[src/rtl/operand_selector.sv]
// operand_selector: collects src A, src B and dst register picks and issues them as one triple.
// Optional feature macro: LED_BLINK_EN (blinks the LEDs while a selection is incomplete).
module operand_selector #(
    parameter int NUM_REGS  = 4,
    parameter int BLINK_DIV = 22
) (
    input  logic                clk,
    input  logic                nrst,
    input  logic                is_reg,
    input  logic [2:0]          reg_num,
    input  logic                clear,
    input  logic                op_ready,
    output logic                op_valid,
    output logic [2:0]          src_a,
    output logic [2:0]          src_b,
    output logic [2:0]          dst,
    output logic [1:0]          stage,
    output logic [NUM_REGS-1:0] led
);

    typedef enum logic [1:0] {
        WAIT_A = 2'd0,
        WAIT_B = 2'd1,
        WAIT_D = 2'd2,
        ISSUE  = 2'd3
    } state_t;

    localparam logic [3:0] LP_MAXR = 4'(NUM_REGS);

    state_t              r_state;
    logic                r_pending;
    logic                r_valid;
    logic [2:0]          r_src_a;
    logic [2:0]          r_src_b;
    logic [2:0]          r_dst;
    logic [NUM_REGS-1:0] r_led;

    state_t              w_state_n;
    logic                w_pending_n;
    logic                w_valid_n;
    logic [2:0]          w_src_a_n;
    logic [2:0]          w_src_b_n;
    logic [2:0]          w_dst_n;
    logic [NUM_REGS-1:0] w_led_n;
    logic [NUM_REGS-1:0] w_onehot;
    logic                w_pick_ok;
    logic                w_sample;
    logic                w_phase;

    // Register number k lights bit k-1; zero lights nothing.
    function automatic logic [NUM_REGS-1:0] f_onehot(input logic [2:0] r);
        logic [NUM_REGS-1:0] v;
        v = '0;
        for (int k = 1; k <= NUM_REGS; k++) begin
            if (int'(r) == k) begin
                v[k-1] = 1'b1;
            end
        end
        return v;
    endfunction

    assign w_pick_ok = ({1'b0, reg_num} != 4'd0) && ({1'b0, reg_num} <= LP_MAXR);
    assign w_sample  = r_pending && w_pick_ok;

`ifdef LED_BLINK_EN
    logic [BLINK_DIV-1:0] r_cnt;
    logic [BLINK_DIV-1:0] w_cnt_n;

    assign w_cnt_n = r_cnt + 1'b1;
    assign w_phase = w_cnt_n[BLINK_DIV-1];

    // Free-running blink divider; its MSB gates the LEDs while picking.
    always_ff @(posedge clk or negedge nrst) begin
        if (!nrst) begin
            r_cnt <= '0;
        end else begin
            r_cnt <= w_cnt_n;
        end
    end
`else
    // Steady build: the blink phase is permanently on.
    assign w_phase = (BLINK_DIV > 0);
`endif

    // Next-state, pick capture and handshake; clear overrides everything.
    always_comb begin
        w_state_n   = r_state;
        w_pending_n = 1'b0;
        w_src_a_n   = r_src_a;
        w_src_b_n   = r_src_b;
        w_dst_n     = r_dst;
        if (clear) begin
            w_state_n = WAIT_A;
            w_src_a_n = '0;
            w_src_b_n = '0;
            w_dst_n   = '0;
        end else begin
            unique case (r_state)
                WAIT_A: begin
                    w_pending_n = is_reg;
                    if (w_sample) begin
                        w_src_a_n = reg_num;
                        w_state_n = WAIT_B;
                    end
                end
                WAIT_B: begin
                    w_pending_n = is_reg;
                    if (w_sample) begin
                        w_src_b_n = reg_num;
                        w_state_n = WAIT_D;
                    end
                end
                WAIT_D: begin
                    w_pending_n = is_reg;
                    if (w_sample) begin
                        w_dst_n     = reg_num;
                        w_state_n   = ISSUE;
                        w_pending_n = 1'b0;
                    end
                end
                ISSUE: begin
                    if (r_valid && op_ready) begin
                        w_state_n = WAIT_A;
                        w_src_a_n = '0;
                        w_src_b_n = '0;
                        w_dst_n   = '0;
                    end
                end
                default: begin
                    w_state_n = WAIT_A;
                end
            endcase
        end
    end

    // LED drive and valid are derived from the next field values so they track them.
    always_comb begin
        w_onehot  = f_onehot(w_src_a_n) | f_onehot(w_src_b_n) | f_onehot(w_dst_n);
        w_valid_n = (w_state_n == ISSUE);
        w_led_n   = '0;
        unique case (w_state_n)
            WAIT_A:         w_led_n = '0;
            WAIT_B, WAIT_D: w_led_n = w_onehot & {NUM_REGS{w_phase}};
            ISSUE:          w_led_n = w_onehot;
            default:        w_led_n = '0;
        endcase
    end

    // All state and outputs registered.
    always_ff @(posedge clk or negedge nrst) begin
        if (!nrst) begin
            r_state   <= WAIT_A;
            r_pending <= 1'b0;
            r_valid   <= 1'b0;
            r_src_a   <= '0;
            r_src_b   <= '0;
            r_dst     <= '0;
            r_led     <= '0;
        end else begin
            r_state   <= w_state_n;
            r_pending <= w_pending_n;
            r_valid   <= w_valid_n;
            r_src_a   <= w_src_a_n;
            r_src_b   <= w_src_b_n;
            r_dst     <= w_dst_n;
            r_led     <= w_led_n;
        end
    end

    assign op_valid = r_valid;
    assign src_a    = r_src_a;
    assign src_b    = r_src_b;
    assign dst      = r_dst;
    assign stage    = r_state;
    assign led      = r_led;

endmodule
[config.mk]
export PLATFORM = sky130hd
export DESIGN_NAME = operand_selector
export DESIGN_NICKNAME = d
export VERILOG_FILES = /design/src/rtl/operand_selector.sv
export SDC_FILE = /design/constraint.sdc
export NUM_CORES = 1
export LEC_CHECK = 0
export BUFFER_PORTS_ARGS = -buffer_cell sky130_fd_sc_hd__buf_2
export CORE_AREA = 2 2 64 42
export CTS_CLUSTER_SIZE = 20
export DETAILED_ROUTE_END_ITERATION = 16
export DIE_AREA = 0 0 66 44
export MAX_ROUTING_LAYER = met4
export PLACE_DENSITY = 0.77
export REMOVE_ABC_BUFFERS = 1
export SLEW_MARGIN = 20
export SYNTH_ARGS = -nofsm -noshare
export SYNTH_HDL_FRONTEND = slang
export SYNTH_SLANG_ARGS = --single-unit
[constraint.sdc]
create_clock -name clk -period 2.5 [get_ports clk]
set_input_delay 0.375 -clock clk [delete_from_list [all_inputs] [get_ports clk]]
set_output_delay 0.375 -clock clk [all_outputs]
set_load 0.005 [all_outputs]
==> out/metrics.yaml <==
die:
  floorplan.die_area_mm2: 0.00290
  placeableCoreArea_mm2: 0.00235
  site_row_count: 14
  die-width_um: 66
  die_y_um: 44
  start_util_pct: 49.7
  floorplan.io_pins: 24
sta:
  rsz_0062_raised_after_global_routing: "false"
  layout_min_cycle_time_ns: 2.31
  final-hold-violation-count: 0
  slew_headroom_pct: 61.9
  finalWorstSetupSlack_ns: 0.189
  worst_clock_skew_ns: 0.00119
  final-max-slew-violation-count: 0
  fmaxAchievable_ghz: 0.433
  actual_slew_at_the_worst_max_slew_pin_ns: 0.566
  final_total_negative_setup_slack_ns: 0
  final_min_period_over_clock_period_pct: 92.5
  final-setup-viol-count: 0
global_routing:
  gr-usage-all-layers_pct: 23.0
  grt_pass1_wl_mm: 4.80
  first_global_vias: 990
  globalRouteOverflowTotal: 0
  grt_max_degree: 18
  antenna_found_initial: 0
outcome:
  run_status: "completed"
final_layout:
  drive_gt1_share_pct: 21.9
  finish.utilization_pct: 56.8
  finalNetCount: 165
  area_overhead_of_the_layout_relative_to_synthesis_pct: 14.4
  antenna_cells_inserted: 0
  final_cell_count_no_fill: 183
  nFillCells: 222
pwr:
  worst_ir_drop_vdd_mv: 0.374
  design_power_total_uw: 592
  power.leakage_uw: 0.000579
  power_density_over_cell_area_mw_per_mm2: 444
placement:
  port_buffers: 23
  gpl.final_weighted_congestion: 0.910
  dpl.cell_count: 179
  place_hpwl_mm: 2.29
  detailedPlace.worstSlack_ns: 0.299
critical_path:
  timing.critical_path.from_type: "flop"
  required_ns: 2.67
  path_max_fanout: 7
  end_kind: "flop"
  worstSetupPathType: "flop to flop"
  crit_arrival_ns: 2.48
  timing.reg2reg.worst_path_depth: 7
run:
  drv.max_cap_violation_count: 0
routing:
  wl_per_cell_um: 17.0
  met3_length_um: 300
  drc: 0
  vias: 1151
  drt-pass1-iter-count: 4
  drtIter0Drc: 127
  top_signal_layer_used: "met3"
  route.antenna.remaining_nets: 0
  totalWireLength_mm: 3.12
  m1WireLength_mm: 1.40
  route.met2.wl_mm: 1.42
  viasPerCell: 6.29
yosys:
  ys.warnings.count: 0
  synth-edff-count: 0
  synth-async-reset-ratio_pct: 100
  synth_area_mm2: 0.00117
  ys_seq_area_share_pct: 36.5
  synth.distinct_cells: 44
  syn_avg_cell_area_um2: 8.97
  netlist_instances: 130
  dominantRegCellSynth: "sky130_fd_sc_hd__dfrtp_1"
  synthesis_stage_register_bit_count: 17
worst_hold_path:
  hold_path.class: "primary input to async pin"
clocking:
  cts_setup_buffers: 0
  cts_root_buffer: "sky130_fd_sc_hd__clkbuf_8"
  cts.sinks: 17
  tritoncts_clock_tree: "done"
  clk_pin_slew_worst_paths_ns: 0.07
  ctsLongestPathBuffers: 2
  cts-buffers-inserted: 3
  cts_hold_buffers: 0
  worstSkewPairLatency_ns: 0.26
  ctsHtreeMaxLevel: 1
  cts.repair.resized: 0
## per-stage QoR
| step | hold WS (ns) | instance area (um^2) |
|---|---|---|
| after floorplan | 0.0794 | 1130 |
| after global placement | 0.321 | 1280 |
| after detailed placement | 0.327 | 1280 |
| after CTS | 0.0445 | 1330 |
| after global routing | 0.0583 | 1330 |
| final | 0.0354 | 1330 |
## path summary, 6_finish.rpt
kind	startpoint	endpoint	slack [ns]
min reg2reg	src_a[2]	src_a[2]	0.59
max	stage[0]	led[3]	0.19
min	nrst	op_valid	0.04
min in group clk	is_reg	r_pending	0.38
max reg2reg	stage[0]	led[3]	0.19
max in group asynchronous	nrst	led[2]	2.18
## critical path, stage by stage (launching register included)
cell and delay (ns):
sky130_fd_sc_hd__dfrtp_1 0.44, sky130_fd_sc_hd__inv_1 0.13, sky130_fd_sc_hd__ha_1 0.27, sky130_fd_sc_hd__nor3b_1 0.44, sky130_fd_sc_hd__and4_1 0.25, sky130_fd_sc_hd__o2bb2ai_1 0.14
sky130_fd_sc_hd__or3_1 0.36, sky130_fd_sc_hd__a31oi_1 0.19
## flip-flops by register name, summed over array words and instances (netlist names)
signal,cells
dst,3
led,4
op_valid,1
r_pending,1
src_a,3
src_b,3
stage,2
## synthesized netlist by cell type, drive strengths merged, types with 3 or more instances
cell | instances | area share, %
dfrtp | 17 | 36
o21ai | 11 | 5.0
a31oi | 9 | 4.8
nor2 | 9 | 2.9
a21oi | 8 | 3.4
inv | 7 | 2.3
nand3 | 7 | 3.0
nand3b | 6 | 3.9
ha | 5 | 5.4
buf | 4 | 2.5
nand2b | 4 | 2.1
nor2b | 4 | 2.1
nand2 | 3 | 0.97
nand4 | 3 | 1.6
or3 | 3 | 2.0
## routing by layer
layer  global-route usage (%)  vias to the layer above
met5                        -                        -
met1                     32.8                      560
met3                     5.45                        0
li1                         -                      530
met4                     1.22                        0
met2                     35.2                       61
## logic make-up after synthesis
| family | share of synthesized area, % |
|---|---|
| AND/OR/NAND/NOR | 24.5 |
| AO/OA/AOI/OAI | 26.1 |
| flip-flops | 36.5 |
| buffers and inverters | 5.37 |
| adder cells (fa/ha/maj) | 5.36 |
| XOR/XNOR | 2.25 |
## placed cells by master, fill, tap and decap left out, drive strengths merged, types with 2 or more instances in the layout
cell     Yosys  layout
o211ai       2       2
inv          7       7
and4         2       2
nor2         9       9
clkbuf       2       3
a21oi        8       8
nand4        3       3
nand3b       6       6
nand2b       4       4
or3          3       3
a31oi        9       9
nand2        3       3
ha           5       5
nor3b        2       2
o21ai       11      11
nand3        7       7
dfrtp       17      17
a2bb2oi      2       2
xnor2        2       2
nor2b        4       4
buf          4      23
## report_power, final
part	switching [uW]	internal [uW]	total (uW)
Sequential	6.53	278	285
Clock	106	112	219
Combinational	56.9	31.6	88.5
## cell type report
type	count	area (um^2)	share of cell area [%]
Clock buffer	3	41.3	3.10
Multi-Input combinational cell	100	678	50.8
Inverter	7	26.3	1.97
Timing Repair Buffer	23	115	8.63
Clock inverter	1	7.51	0.563
Tap cell	32	40.0	3.00
Sequential cell	17	425	31.9
Note: power is estimated with default switching activity, not from simulation.
